===== src/rtl/seq_fsm_param.sv =====
// Parameterised modulo-N state sequencer with load, hold, bidirectional stepping,
// illegal-state recovery, registered wrap/err pulses and a saturating wrap counter.
module seq_fsm_param #(
  parameter int NUM_STATES = 6,
  parameter int OUT_W      = 4,
  parameter int WCNT_W     = 8,
  localparam int SW        = (NUM_STATES > 2) ? $clog2(NUM_STATES) : 1
) (
  input  logic              clk,
  input  logic              rst_n,
  input  logic              en,
  input  logic              dir,
  input  logic              hold,
  input  logic              load,
  input  logic [SW-1:0]     load_state,
  output logic [SW-1:0]     state,
  output logic [OUT_W-1:0]  out,
  output logic              wrap,
  output logic              err,
  output logic [WCNT_W-1:0] wrap_cnt
);

  // One extra bit so NUM_STATES itself is representable when it is a power of two.
  localparam logic [SW:0]   NUM_LIMIT  = (SW+1)'(NUM_STATES);
  localparam logic [SW-1:0] LAST_STATE = SW'(NUM_STATES - 1);

  typedef enum logic [2:0] {
    ACT_IDLE,
    ACT_RECOVER,
    ACT_LOAD,
    ACT_BAD_LOAD,
    ACT_HOLD,
    ACT_FWD,
    ACT_REV
  } action_e;

  action_e             action;
  logic                state_illegal;
  logic                load_illegal;

  logic [SW-1:0]       state_q, state_d;
  logic                wrap_q, wrap_d;
  logic                err_q, err_d;
  logic [WCNT_W-1:0]   wrap_cnt_q, wrap_cnt_d;

  assign state_illegal = {1'b0, state_q} >= NUM_LIMIT;
  assign load_illegal  = {1'b0, load_state} >= NUM_LIMIT;

  // Priority: recovery, load, hold, step.
  always_comb begin
    action = ACT_IDLE;
    if (state_illegal) begin
      action = ACT_RECOVER;
    end else if (load) begin
      action = load_illegal ? ACT_BAD_LOAD : ACT_LOAD;
    end else if (hold) begin
      action = ACT_HOLD;
    end else if (en) begin
      action = dir ? ACT_REV : ACT_FWD;
    end
  end

  always_ff @(posedge clk or negedge rst_n) begin
    if (!rst_n) begin
      state_q    <= '0;
      wrap_q     <= 1'b0;
      err_q      <= 1'b0;
      wrap_cnt_q <= '0;
    end else begin
      state_q    <= state_d;
      wrap_q     <= wrap_d;
      err_q      <= err_d;
      wrap_cnt_q <= wrap_cnt_d;
    end
  end

  always_comb begin
    state_d = state_q;
    wrap_d  = 1'b0;
    err_d   = 1'b0;
    case (action)
      ACT_RECOVER: begin
        state_d = '0;
        err_d   = 1'b1;
      end
      ACT_LOAD: begin
        state_d = load_state;
      end
      ACT_BAD_LOAD: begin
        err_d = 1'b1;
      end
      ACT_HOLD, ACT_IDLE: begin
        state_d = state_q;
      end
      ACT_FWD: begin
        if (state_q == LAST_STATE) begin
          state_d = '0;
          wrap_d  = 1'b1;
        end else begin
          state_d = state_q + SW'(1);
        end
      end
      ACT_REV: begin
        if (state_q == '0) begin
          state_d = LAST_STATE;
          wrap_d  = 1'b1;
        end else begin
          state_d = state_q - SW'(1);
        end
      end
      default: begin
        state_d = '0;
      end
    endcase
  end

  // The counter sticks at all-ones while wrap keeps pulsing.
  always_comb begin
    wrap_cnt_d = wrap_cnt_q;
    if (wrap_d && (wrap_cnt_q != '1)) begin
      wrap_cnt_d = wrap_cnt_q + WCNT_W'(1);
    end
  end

  always_comb begin
    state           = state_q;
    out             = '0;
    out[SW-1:0]     = state_q;
    wrap            = wrap_q;
    err             = err_q;
    wrap_cnt        = wrap_cnt_q;
  end

endmodule


===== config.mk =====
export PLATFORM = sky130hd
export DESIGN_NAME = seq_fsm_param
export DESIGN_NICKNAME = d
export VERILOG_FILES = /design/src/rtl/seq_fsm_param.sv
export SDC_FILE = /design/constraint.sdc
export NUM_CORES = 1
export LEC_CHECK = 0
export ABC_AREA = 1
export BUFFER_PORTS_ARGS = -buffer_cell sky130_fd_sc_hd__buf_2
export CAP_MARGIN = 25
export CORE_ASPECT_RATIO = 1.1
export CORE_MARGIN = 4
export CORE_UTILIZATION = 49
export DETAILED_ROUTE_END_ITERATION = 16
export HOLD_SLACK_MARGIN = 0.08
export MAX_ROUTING_LAYER = met4
export PLACE_DENSITY = 0.77
export SKIP_CTS_REPAIR_TIMING = 1
export SLEW_MARGIN = 10
export SYNTH_ARGS = -nofsm -noshare
export SYNTH_HDL_FRONTEND = slang
export SYNTH_SLANG_ARGS = --single-unit

===== constraint.sdc =====
create_clock -name clk -period 1.5 [get_ports clk]
set_input_delay 0.075 -clock clk [delete_from_list [all_inputs] [get_ports clk]]
set_output_delay 0.075 -clock clk [all_outputs]
set_load 0.005 [all_outputs]

* Yosys cells after proc, flatten, opt, wreduce, memory -nomap -nowiden
Index checks and enable logic that the tools add are counted.
** Word-level totals
- Register bits after elaboration :: 13
- Latch bits :: 0
- Memory bits (writable) :: 0
- ROM bits :: 0
- Logic and storage cells :: 35
- Memories :: 0
** Operators by class
- Add/sub/neg operators :: 3
- Multiply operators :: 0
- Divide/modulo/power cells :: 0
- $lt $le $gt $ge :: 2
- Eq/ne operators :: 8
- Shifts and indexed selects :: 0
- Multiplexer cells :: 13
- Bitwise gates (word level) :: 0
- Reductions and logical operators :: 5
** Operators by type and width (number)
- 3-bit 2-to-1 mux :: 6
- 3-bit == test (second input constant) :: 4
- 3-bit case mux with 4 select lines :: 1
- 8-bit by 1-bit adder with 8-bit output (second input constant) :: 1
- 8-bit != test (second input constant) :: 1
- 3-bit by 2-bit == test with 1-bit output (second input constant) :: 2
- 3-bit >= comparator (second input constant) :: 2
- 3-bit logical NOT :: 2
- 1-bit 2-to-1 mux :: 4
- 3-bit by 1-bit adder with 3-bit output (second input constant) :: 1
- 3-bit by 1-bit == test with 1-bit output (second input constant) :: 1
- 3-bit OR reduction :: 1
- 3-bit by 1-bit subtractor with 3-bit output (second input constant) :: 1
- 2-bit 2-to-1 mux :: 1
- 1-bit case mux with 2 select lines :: 1
- 2-bit OR reduction :: 1
- 1-bit logical AND :: 1

* Depth between registers and ports, before layout
- Depth in word-level cells :: 8
- Depth in mapped cells :: 9

* Worst setup path after synthesis
OpenSTA, ideal clock, no wires.
- Path kind :: register to register
- Start point :: register state_q[0], in the netlist state[0]
- End point :: register wrap_cnt_q[2], in the netlist wrap_cnt[2]
- Library setup time :: 0.117 ns
- Data arrival time :: 1.199 ns
- Required time :: 1.383 ns
- Setup slack :: 0.184 ns
- Stages on the path, launching flop included :: 7
- Path buffers :: 0
- Period minus slack after synthesis :: 1.316 ns
- Path through :: dfrtp_1 > nor2_1 > nand2_1 > o21ai_4 > nand2_4 > nand2_1 > nand2_1
** Between the ends
- Word-level cells in the longest chain between the ends :: 5
** Ends and longest elaborated chain
- start, declared :: line 41 : logic [SW-1:0] state_q, state_d;
- start signal, assigned :: line 70 : state_q <= state_d;
- 3-bit >= comparator :: line 46 : assign state_illegal = {1'b0, state_q} >= NUM_LIMIT;
- 3-bit 2-to-1 mux :: line 52 : if (state_illegal) begin
- 3-bit == test :: line 81 : case (action)
- 1-bit case mux with 2 select lines * :: line 81
- named net wrap_d :: line 42 : logic wrap_q, wrap_d;
- 1-bit logical AND * :: line 120 : if (wrap_d && (wrap_cnt_q != '1)) begin
- end signal, assigned :: line 73 : wrap_cnt_q <= wrap_cnt_d;
- end, declared :: line 44 : logic [WCNT_W-1:0] wrap_cnt_q, wrap_cnt_d;
Mark *: on every way through the listed nets, which the timed path passes. The rest lies on a longest branch.
A chain may end at the register's enable or synchronous reset.

* Worst setup path after layout
- Start point :: register wrap_cnt_q[1], in the netlist wrap_cnt[1]
- End point :: register wrap_cnt_q[0], in the netlist wrap_cnt[0]
** Between the ends
- Word-level cells in the longest chain between the ends :: 2
** Ends and longest elaborated chain (line)
- 8-bit != test :: 120
- 1-bit logical AND :: 120
Every way passes these cells.

==> flow_summary.toml <==
[sta]
drv_slew = 0
fmax_ghz = 0.710
setup-violations-final = 0
finClkSkew_ps = 2.79
setup_tns_ps = 0
finalCriticalPeriod_ps = 1410
hold_viol = 0
holdWs_ps = 60.0
timing.final.crit_share_pct = 93.8

[setup_path]
crit_fanout = 8
critPathBufInv = 0
critical_path_arrival_ps = 1620
end_kind = "register"
startpoint_type = "register"
path_class = "register to register"
crit_chain = "ha_2, nand4_1, nor2_2, nand2_2, nand2_4, nand2_1, nand2_1"
slowest_stage = "dfrtp_1"
cp_top_family = "simple AND/OR/NAND/NOR gates"
cp_common_cell = "nand2_1"
cpPeakStageDelay_ps = 400
crit_required_ps = 1710

[synth]
async_reset_ff_share_pct = 100
yosysTopAreaCellShare_pct = 38.3
synth_nets = 128
synth_top_area_cell = "dfrtp_1"
ys.flop_type = "dfrtp_1"
synth_most_common_cell = "nand2_1"
avgSynthCellArea_um2 = 7.19
synth_cells = 118
synth.yosys.warnings = 0
synthTopCellsByArea = "dfrtp_1 38%, nand2_1 15%, nand3_1 11%"
synth_cell_types = 20
synth-seq-area-share_pct = 38.3
ys_ff_latch = 13
synth_edf_count = 0
syn_area_um2 = 848
netlist_top_cells_count = "34 x nand2_1, 18 x nand3_1, 13 x dfrtp_1, 13 x inv_1, 13 x nor2_1"

[routing]
viasPerCell = 4.96
ant_nets = 0
wl_mm = 1.98
drt_first_pass_iters = 4
drc_errors = 0
first_iter_violations = 15
vias = 839
wire_per_inst_um = 11.7

[grt]
grt_max_degree = 14
grt_overflow = 0
grt_pass1_wl_mm = 3.15
grt.total_usage_pct = 18.3
antenna_found_initial = 0
first_global_vias = 743

[clocking]
numCtsBuffers = 3
clk_pin_slew_worst_paths_ps = 80
cts-root-buf = "clkbuf_4"
cts_sinks = 13
htree_levels = 1
clockBufferDepth = 2
clk_latency_ps = 270
cts_tree = "built"

[placement]
place_congestion = 0.840
dp.cells = 158
dp_hpwl_mm = 1.43
io_buffers = 24

[pwr]
p_total_mw = 1.15
clockPowerShare_pct = 18.4
combPwrFrac_pct = 37.1
p_per_area_nw_per_um2 = 1060
ir_worst_vdd_mv = 0.597
p_seq_share_pct = 44.5
cellInternalPower_mw = 0.719
p_leak_nw = 0.628
netSwitchingFraction_pct = 37.5
p_switching_mw = 0.431

[die]
die_x_um = 47.7
die_y_um = 51.6
rows = 15
ios = 26
dieArea_um2 = 2460
core-area_um2 = 1600
initial_core_util_pct = 53.2

[finish]
syn2layout_area_growth_pct = 27.6
fillers = 145
finalNetCount = 163
drive_above_1_share_pct = 28.9
layoutNonFillerInstCount = 169
diodes = 0

[hold_path]
holdCritPathClass = "primary input to register"

[flow_run]
maxCapViolCount = 0

[run_status]
status = "complete, no violations"
path summary, 6_finish.rpt:
path	from	endpoint	slack (ps)	cells after the start
setup / recovery	wrap_cnt[1]	wrap_cnt[0]	90	7
hold / removal	load	err	60	3
setup reg to reg	wrap_cnt[1]	wrap_cnt[0]	90	7
hold reg to reg	wrap_cnt[7]	wrap_cnt[7]	500	2
max in group asynchronous	rst_n	state[1]	1030	2
min in group asynchronous	rst_n	wrap_cnt[4]	210	2
through the flow:
step	instance area [um2]	setup WS, ps	utilization (%)
after floorplan	848	184	-
after global placement	982	145	61.6
after detailed placement	982	92.3	61.6
after CTS	1010	75.8	63.2
after global routing	1080	-35.7	67.8
final	1080	92.3	67.8
per-layer routing:
layer	global-route usage [%]	vias to the layer above	wire length (um)
met5	-	-	0
met4	8.07	0	22
met3	3.11	2	85
met2	30.1	22	1070
met1	21.4	375	802
li1	-	440	-
cells by family after synthesis:
kind of cell,Yosys count,synth area share (%)
buffers and inverters,17,9.29
flip-flops,13,38.3
XOR/XNOR,6,6.19
AO/OA/AOI/OAI,8,6.49
AND/OR/NAND/NOR,72,37.8
other,1,0.442
adder cells (fa/ha/maj),1,1.47
power by group through the flow:
| stage | combinational [mW] | clock (mW) | sequential [mW] |
|---|---|---|---|
| global route | 0.484 | 0.239 | 0.521 |
| global placement | 0.357 | 0 | 0.503 |
| CTS | 0.374 | 0.220 | 0.501 |
| floorplan | 0.241 | 0 | 0.503 |
| detailed placement | 0.373 | 0 | 0.507 |
| finish | 0.426 | 0.212 | 0.511 |
layout make-up:
type                            count  area (um2)  share of cell area [%]
Multi-Input combinational cell     89         460                    42.5
Sequential cell                    13         328                    30.3
Timing Repair Buffer               33         198                    18.3
Inverter                           13        48.8                    4.51
Clock buffer                        4        26.3                    2.43
Tap cell                           17        21.3                    1.97
worst register-to-register path: stages (launching register included):
cell	delay, ps
dfrtp_1	400
ha_2	230
nand4_1	170
nor2_2	170
nand2_2	130
nand2_4	130
nand2_1	60
nand2_1	60
sequential cells by signal, summed over array words and instances, names as in the netlist:
name,flops
wrap,1
err,1
state,3
wrap_cnt,8
cells in the final DEF, fill, tap and decap left out, drive strengths merged:
cell | netlist | layout
nand2 | 37 | 38
o21ai | 4 | 4
dlygate4sd3 | 0 | 4
xnor2 | 2 | 2
nor2 | 14 | 14
inv | 13 | 13
clkbuf | 0 | 4
a21o | 1 | 1
buf | 4 | 29
nand3 | 18 | 18
nor3 | 1 | 1
a21oi | 3 | 3
nand4 | 2 | 2
dfrtp | 13 | 13
ha | 1 | 1
xor2 | 4 | 4
conb | 1 | 1
Note: power is estimated with default switching activity, not from simulation.
